<file path="config.mk">
export PLATFORM = sky130hd
export DESIGN_NAME = sc_bitstream_readback_flat
export DESIGN_NICKNAME = d
export VERILOG_FILES = /design/src/rtl/sc_bitstream_readback_if.sv /design/src/rtl/sc_bitstream_readback.sv /design/src/flat_wrapper.sv
export SDC_FILE = /design/constraint.sdc
export NUM_CORES = 1
export LEC_CHECK = 0
export ABC_AREA = 0
export CORE_AREA = 5 5 289 291
export DETAILED_ROUTE_END_ITERATION = 8
export DIE_AREA = 0 0 294 296
export GPL_TIMING_DRIVEN = 0
export SYNTH_ARGS = -nofsm -noshare
export SYNTH_HDL_FRONTEND = slang
export SYNTH_SLANG_ARGS = --single-unit
</file>
<file path="constraint.sdc">
create_clock -name clk -period 9.2 [get_ports clk]
set_clock_uncertainty 0.2 [all_clocks]
set_input_delay 2.3 -clock clk [delete_from_list [all_inputs] [get_ports clk]]
set_output_delay 2.3 -clock clk [all_outputs]
set_load 0.005 [all_outputs]
</file>
<file path="src/rtl/sc_bitstream_readback_if.sv">
// Host/chain-side signal bundle for the scan-chain bitstream readback block.
// The slave modport is the readback block; the master modport is whoever drives the chain and host.
interface sc_bitstream_readback_if #(
  parameter int unsigned BITSTREAM_SIZE = 721,
  parameter int unsigned WORD_WIDTH     = 16
);
  localparam int unsigned NUM_WORDS = (BITSTREAM_SIZE + WORD_WIDTH - 1) / WORD_WIDTH;
  localparam int unsigned AW        = (NUM_WORDS > 1) ? $clog2(NUM_WORDS) : 1;
  localparam int unsigned CW        = $clog2(BITSTREAM_SIZE + 1);

  logic                  start;
  logic                  chain_tail;
  logic                  exp_bit;
  logic                  shift_en;
  logic [CW-1:0]         bit_index;
  logic                  busy;
  logic                  done;
  logic [CW-1:0]         mismatch_count;
  logic [AW-1:0]         rd_addr;
  logic [WORD_WIDTH-1:0] rd_data;

  modport master (
    output start, chain_tail, exp_bit, rd_addr,
    input  shift_en, bit_index, busy, done, mismatch_count, rd_data
  );

  modport slave (
    input  start, chain_tail, exp_bit, rd_addr,
    output shift_en, bit_index, busy, done, mismatch_count, rd_data
  );
endinterface

</file>
<file path="src/rtl/sc_bitstream_readback.sv">
// Captures the scan-chain tail bit by bit, packs it LSB-first into a word buffer for host
// readout and counts bits that differ from the expected stream.
module sc_bitstream_readback #(
  parameter int unsigned BITSTREAM_SIZE = 721,
  parameter int unsigned WORD_WIDTH     = 16
) (
  input logic                    clk,
  input logic                    rst_n,
  sc_bitstream_readback_if.slave bus
);
  localparam int unsigned NUM_WORDS = (BITSTREAM_SIZE + WORD_WIDTH - 1) / WORD_WIDTH;
  localparam int unsigned AW        = (NUM_WORDS > 1) ? $clog2(NUM_WORDS) : 1;
  localparam int unsigned CW        = $clog2(BITSTREAM_SIZE + 1);
  localparam int unsigned PW        = (WORD_WIDTH > 1) ? $clog2(WORD_WIDTH) : 1;

  localparam logic [CW-1:0] LastBit  = CW'(BITSTREAM_SIZE - 1);
  localparam logic [CW-1:0] MaxCount = CW'(BITSTREAM_SIZE);
  localparam logic [PW-1:0] LastPos  = PW'(WORD_WIDTH - 1);

  typedef enum logic [1:0] {StIdle, StShift, StFlush, StDone} state_e;

  state_e                r_state;
  logic [CW-1:0]         r_bit_index;
  logic [CW-1:0]         r_mismatch;
  logic [PW-1:0]         r_bit_pos;
  logic [WORD_WIDTH-1:0] r_pack;
  logic [AW-1:0]         r_wptr;
  logic [WORD_WIDTH-1:0] r_rd_data;
  logic [WORD_WIDTH-1:0] r_mem [NUM_WORDS];

  logic [WORD_WIDTH-1:0] w_pack_next;
  logic [WORD_WIDTH-1:0] w_wdata;
  logic                  w_we;
  logic                  w_word_full;
  logic                  w_miss;

  always_comb begin
    w_pack_next            = r_pack;
    w_pack_next[r_bit_pos] = bus.chain_tail;
  end

  assign w_word_full = (r_bit_pos == LastPos);
  assign w_miss      = bus.chain_tail ^ bus.exp_bit;

  // A full word is stored on the edge that samples its top bit; FLUSH only stores a partial tail.
  always_comb begin
    w_we    = 1'b0;
    w_wdata = w_pack_next;
    if (r_state == StShift) begin
      w_we = w_word_full;
    end else if ((r_state == StFlush) && (r_bit_pos != '0)) begin
      w_we    = 1'b1;
      w_wdata = r_pack;
    end
  end

  always_ff @(posedge clk or negedge rst_n) begin
    if (!rst_n) begin
      r_state     <= StIdle;
      r_bit_index <= '0;
      r_mismatch  <= '0;
      r_bit_pos   <= '0;
      r_pack      <= '0;
      r_wptr      <= '0;
    end else begin
      case (r_state)
        StIdle, StDone: begin
          if (bus.start) begin
            r_state     <= StShift;
            r_bit_index <= '0;
            r_mismatch  <= '0;
            r_bit_pos   <= '0;
            r_pack      <= '0;
            r_wptr      <= '0;
          end
        end
        StShift: begin
          if (w_miss && (r_mismatch != MaxCount)) begin
            r_mismatch <= r_mismatch + 1'b1;
          end
          if (w_word_full) begin
            r_pack    <= '0;
            r_bit_pos <= '0;
            r_wptr    <= r_wptr + 1'b1;
          end else begin
            r_pack    <= w_pack_next;
            r_bit_pos <= r_bit_pos + 1'b1;
          end
          // bit_index parks on the last bit through FLUSH and DONE.
          if (r_bit_index == LastBit) begin
            r_state <= StFlush;
          end else begin
            r_bit_index <= r_bit_index + 1'b1;
          end
        end
        StFlush: r_state <= StDone;
        default: r_state <= StIdle;
      endcase
    end
  end

  always_ff @(posedge clk) begin
    if (w_we) begin
      r_mem[r_wptr] <= w_wdata;
    end
  end

  // Read-first: a same-edge write is not visible until the following read.
  always_ff @(posedge clk or negedge rst_n) begin
    if (!rst_n) begin
      r_rd_data <= '0;
    end else if (32'(bus.rd_addr) < NUM_WORDS) begin
      r_rd_data <= r_mem[bus.rd_addr];
    end else begin
      r_rd_data <= '0;
    end
  end

  assign bus.shift_en       = (r_state == StShift);
  assign bus.busy           = (r_state == StShift) || (r_state == StFlush);
  assign bus.done           = (r_state == StDone);
  assign bus.bit_index      = r_bit_index;
  assign bus.mismatch_count = r_mismatch;
  assign bus.rd_data        = r_rd_data;
endmodule

</file>
<file path="src/flat_wrapper.sv">
// flat-port wrapper written by rule: the top's interface ports become plain ports
module sc_bitstream_readback_flat 
#(
  parameter int unsigned BITSTREAM_SIZE = 721,
  parameter int unsigned WORD_WIDTH     = 16
)
  (clk, rst_n, bus_start, bus_chain_tail, bus_exp_bit, bus_rd_addr, bus_shift_en, bus_bit_index, bus_busy, bus_done, bus_mismatch_count, bus_rd_data);
  sc_bitstream_readback_if #(.BITSTREAM_SIZE(BITSTREAM_SIZE), .WORD_WIDTH(WORD_WIDTH)) bus_i ();
  input logic clk;
  input logic rst_n;
  input wire logic [$bits(bus_i.start)-1:0] bus_start;
  input wire logic [$bits(bus_i.chain_tail)-1:0] bus_chain_tail;
  input wire logic [$bits(bus_i.exp_bit)-1:0] bus_exp_bit;
  input wire logic [$bits(bus_i.rd_addr)-1:0] bus_rd_addr;
  output wire logic [$bits(bus_i.shift_en)-1:0] bus_shift_en;
  output wire logic [$bits(bus_i.bit_index)-1:0] bus_bit_index;
  output wire logic [$bits(bus_i.busy)-1:0] bus_busy;
  output wire logic [$bits(bus_i.done)-1:0] bus_done;
  output wire logic [$bits(bus_i.mismatch_count)-1:0] bus_mismatch_count;
  output wire logic [$bits(bus_i.rd_data)-1:0] bus_rd_data;
  assign bus_i.start = bus_start;
  assign bus_i.chain_tail = bus_chain_tail;
  assign bus_i.exp_bit = bus_exp_bit;
  assign bus_i.rd_addr = bus_rd_addr;
  assign bus_shift_en = bus_i.shift_en;
  assign bus_bit_index = bus_i.bit_index;
  assign bus_busy = bus_i.busy;
  assign bus_done = bus_i.done;
  assign bus_mismatch_count = bus_i.mismatch_count;
  assign bus_rd_data = bus_i.rd_data;
  sc_bitstream_readback #(.BITSTREAM_SIZE(BITSTREAM_SIZE), .WORD_WIDTH(WORD_WIDTH)) u_core (.clk(clk), .rst_n(rst_n), .bus(bus_i));
endmodule
</file>
======== Yosys cells after proc, flatten, opt, wreduce, memory -nomap -nowiden ========
Memory sizes are Yosys's and may differ from the RTL's.
Cells that the tools add are included.
storage, ports and cells
  output and inout port bits .............. 39
  input port bits ......................... 11
  bits in registers ....................... 64
  memory bits (writable) .................. 736
  memories kept ........................... 1
cells by class
  bitwise operators ....................... 1
  add/sub/neg operators ................... 4
  reductions and logical operators ........ 13
  equal/unequal tests ..................... 11
  order comparisons ....................... 3
  muxes and demuxes ....................... 27
memories
  name          depth  bits a word  read ports  clocked after memory_dff  write ports  line                         text
  u_core.r_mem  46     16           1           0                         1            sc_bitstream_readback.sv:29  logic [WORD_WIDTH-1:0] r_mem [NUM_WORDS];
operators by type and width
  cell                   number
  $mux 16                5
  $pmux 10 s2            2
  $pmux 16 s2            1
  $mux 10                3
  $add 10x1->10 const B  2
  $bwmux 16              1
  $mux 6                 2
  $pmux 6 s2             1
  $eq 10x10->1 const B   1
  $ne 10x10->1 const B   1
  $reduce_and 3->1       3
  $mux 4                 2
  $pmux 4 s2             1
  $add 6x1->6 const B    1
  $lt 6x6->1 const B     1
  $ne 2x1->1 const B     3
  $pmux 2 s3             1
  $lt 4x5->1 const B     1
  $mux 1                 5
  $add 4x1->4 const B    1
  $demux 1 s4            1
  $eq 2x2->1 const B     2
  $eq 4x4->1 const B     1
  $ge 4x1->1 const B     1
  11 further kinds       16

======== Logic depth before layout (Yosys ltp) ========
  depth after elaboration ................. 7
  mapped depth ............................ 10
  depth with buffers taken out ............ 7

======== Worst setup path after synthesis ========
No wires, ideal clock.
  path type ............................... input to register
  start point ............................. input bus_rd_addr[0]
  end point ............................... register u_core.r_rd_data[6], in the netlist u_core.bus.rd_data[6]
  required time ........................... 8.871 ns
  buffers on the path ..................... 3
  stages on the path ...................... 6
  slack ................................... 5.053 ns
  library setup time ...................... 0.129 ns
  arrival time ............................ 3.818 ns
  cells stage by stage .................... buf_6 -> buf_6 -> buf_2 -> mux4_2 -> a2111oi_2 -> nor2_1
on the way
  longest elaborated chain between the ends .. 2
  elaborated cells on any way between the ends .. 3
  those cells by class .................... order compare: 1; mux: 1; memory: 1
RTL lines
  item                                                line                          text
  start: declaration                                  flat_wrapper.sv:14            input wire logic [$bits(bus_i.rd_addr)-1:0] bus_rd_addr;
  $mem_v2 46x16 / $lt 6x6->1 (equally long branches)  -
  $mux 16 (*)                                         sc_bitstream_readback.sv:112  end else if (32'(bus.rd_addr) < NUM_WORDS) begin
  end signal: assignment                              sc_bitstream_readback.sv:113  r_rd_data <= r_mem[bus.rd_addr];
  end: declaration                                    sc_bitstream_readback.sv:28   logic [WORD_WIDTH-1:0] r_rd_data;
Mark *: on every way between the ends. The rest lies on a longest branch, timed or not.
A chain may end at the register's enable or synchronous reset.

======== Final worst setup path ========
  start point ............................. input bus_rd_addr[1]
  end point ............................... register u_core.r_rd_data[11], in the netlist u_core.bus.rd_data[11]
Same word-level chain as after synthesis.

==> qor.csv <==
stage;metric;value;unit
status;status;finished clean;
synthesis;Synth async-reset ratio;8.00;%
synthesis;yosys warns;0;
synthesis;Mean Syn Cell Area;19.0;sq um
routing;DRC;0;
layout;layout cells sized above 1;24.0;%
power;Logic pwr share;10.2;%
global_routing;Total Routing Usage GR;19.7;%
layout;layout overhead on the synthesized area;17.3;%
layout;Net count, final;1883;
placed_design;dpl cell area;34700;sq um
synthesis;Seq cells post-synth;800;
global_routing;largest net degree at the start of global routing;64;
routing;drt total wl;86300;um
clocking;CTS root buf;clkbuf_16;
placed_design;I/O Buffers;45;
synthesis;Seq/Total Area, Yosys;74.4;%
synthesis;commonest register cell after synthesis;edfxtp_1;
clocking;clk sink count;800;
sta;Final Hold Fails;0;
power;Sw Share;24.1;%
floorplanning;core area;80300;sq um
sta;worst slew margin relative to its limit;21.1;%
layout;final instance area;37400;sq um
synthesis;Cells after Synth;1677;
clocking;Longest Clk Path Bufs;3;
clocking;Num CTS Buffers;83;
hold_path;Hold/Removal Path Class;reg2reg;
sta;TNS Setup;0;ps
layout;antenna cells;0;
flow_run;maxcap violations;0;
clocking;CTS tree;built;
setup_path;Arr. time, crit path;5520;ps
sta;count of final setup violators;0;
clocking;Post-CTS Setup Repair Bufs;0;
floorplanning;# IOs;50;
floorplanning;FP Rows;104;
sta;setup repair after global routing missed its margin;false;
routing;DR pass1 iterations;7;
power;P_leak;12.4;nW
setup_path;Setup crit end kind;register;
clocking;H-Tree Depth;3;
synthesis;number of enable flip-flop cells after synthesis;736;
clocking;Post-CTS Resized;0;
setup_path;CP startpoint kind;primary input;
power;sequential power share;49.7;%
power;PwrDens;223;nW/um^2
routing;Initial DRC Count;2120;
sta;worst-margin pin slew;1180;ps
floorplanning;Initial Util;39.7;%
synthesis;share of the synthesized area in the top cell type;69.4;%
global_routing;first-pass GRT wire length;124000;um
sta;max frequency;190;MHz
floorplanning;Die X;294;um
hold_path;WHS Path Cells;1;
global_routing;overall overflow remaining after global route;0;
setup_path;crit path kind;in2reg;
synthesis;dominant cells by area after synthesis;edfxtp_1 (69%), mux4_2 (11%), dfrtp_1 (5.0%);
clocking;CTS clk-pin slew, worst paths;60;ps
power;switching power;2.01;mW
synthesis;syn_nets;1701;
setup_path;critical path data required time;9460;ps
placed_design;DPL Wire Length;57100;um
clocking;hold buffers post-CTS;0;
synthesis;Synth Cell Area;31900;sq um
routing;routed via count;17216;
global_routing;vias in the first global route;16883;
placed_design;GPL Wtd Cong;0.877;
routing;vias per cell;5.77;
clocking;clk_lat worst skew;620;ps
setup_path;CP Max Fanout;10;
sta;period utilization;57.1;%
global_routing;initial antenna violation count;1;
floorplanning;die area;87000;sq um
synthesis;Synth cell types;58;
power;IR drop worst, VDD;129;uV
synthesis;cell taking the most area after synthesis;edfxtp_1;
routing;Routed WL per cell;28.9;um
routing;Final ANT Viol Nets;0;
sta;Final Critical Period;5260;ps
setup_path;cells on worst reg2reg path;9;
power;clock share of power;40.1;%
sta;pins over their slew limit;0;
floorplanning;Chip Height;296;um
power;P_int;6.32;mW
-- per-stage QoR --
stage	hold WS (ps)	cells	setup slack, ps	power, mW	util (%)
after floorplan	252	1677	5050	4.69	-
after global placement	264	2782	2120	5.02	41.9
after detailed placement	280	2834	3340	5.05	43.2
after CTS	293	2984	4010	8.36	46.5
after global routing	335	2984	3880	8.59	46.5
final	294	2984	3940	8.32	46.5
-- power groups by stage --
stage	logic [mW]	registers, mW	clock network, mW
final	0.852	4.13	3.34
after global routing	0.917	4.14	3.54
after CTS	0.849	4.13	3.38
after detailed placement	0.846	4.21	0
after global placement	0.814	4.20	0
after floorplan	0.493	4.20	0
-- logic make-up after synthesis --
family                   synth area share (%)
AND/OR/NAND/NOR                          3.95
buffers and inverters                    1.86
XOR/XNOR                                0.220
adder cells (fa/ha/maj)                 0.511
flip-flops                               74.4
AO/OA/AOI/OAI                            4.28
multiplexers                             14.8
-- synthesized netlist by cell type (4+ instances only) --
library cell    n
a211oi_1       14
a21oi_1        51
a22o_1         12
a22oi_1        17
buf_1           4
buf_2          27
buf_4          14
buf_6          12
clkbuf_1       41
dfrtp_1        64
edfxtp_1      736
ha_1           13
inv_1           9
mux2_2         27
mux2i_1        91
mux4_2        155
nand2_1        50
nand2b_1       15
nand3_1        35
nand3b_1        9
nand4_1         4
nor2_1         98
nor2b_1        13
nor3_1         12
nor4_1          4
o21ai_0        55
o221ai_1       10
o22ai_1        16
o2bb2ai_1       6
or3b_2          4
xnor2_1         5
-- area by class of cell --
| class | count | area [sq um] |
|---|---|---|
| fillers | 6631 | 42900 |
| flip-flops and latches | 800 | 23700 |
| multi-input cells | 769 | 7700 |
| clock buffers | 106 | 2240 |
| repair buffers | 97 | 1330 |
| well taps | 1060 | 1330 |
| plain buffers | 99 | 559 |
| clock inverters | 44 | 460 |
| inverters | 9 | 33.8 |
-- routing by layer --
layer	vias to the layer above	global-route usage [%]	share of wire, %
li1	7180	-	-
met1	9042	29.1	42
met2	865	30.3	46
met3	129	3.74	9.1
met4	0	5.70	2.9
met5	-	0	0
-- worst max-delay path, stage by stage --
cell and delay, ps:
clkdlybuf4s50_1 590, buf_4 310, buf_4 320, nand3_2 310
clkbuf_1 370, o221ai_1 550, a211oi_1 180, o32ai_1 550
-- flip-flops by register name (all words and copies together), names as in the netlist --
register and flops:
u_core.bus.bit_index 10, u_core.r_mem 736, u_core.r_bit_pos 4, u_core.bus.mismatch_count 10, u_core.r_state 2, u_core.bus.rd_data 16
u_core.r_pack 16, u_core.r_wptr 6
-- worst paths after layout --
path | from | end | slack [ps]
worst max-delay path | bus_rd_addr[1] | u_core.bus.rd_data[11]$_DFF_PN0_ | 3940
worst min-delay path | u_core.r_pack[15]$_DFFE_PN0P_ | u_core.r_pack[15]$_DFFE_PN0P_ | 290
worst max register to register | u_core.r_bit_pos[0]$_DFFE_PN0P_ | u_core.r_mem[24][11]$_DFFE_PP_ | 5280
worst min register to register | u_core.r_pack[15]$_DFFE_PN0P_ | u_core.r_pack[15]$_DFFE_PN0P_ | 290
max in group asynchronous | rst_n | u_core.r_pack[10]$_DFFE_PN0P_ | 7000
min in group asynchronous | rst_n | u_core.bus.bit_index[9]$_DFFE_PN0P_ | 1270
-- cell usage in the layout (no fill, tap or decap), drive strengths merged, types with 14 or more instances in the layout --
cell,synthesis,routed
a211oi,14,14
a21oi,51,51
a22oi,17,17
buf,58,111
clkbuf,41,147
clkdlybuf4s50,0,44
clkinv,0,29
dfrtp,64,64
edfxtp,736,736
mux2,27,27
mux2i,91,91
mux4,155,155
nand2,50,50
nand2b,15,15
nand3,37,37
nor2,98,98
o21ai,56,56
o22ai,16,16
Power figures use the tool's default switching activity.
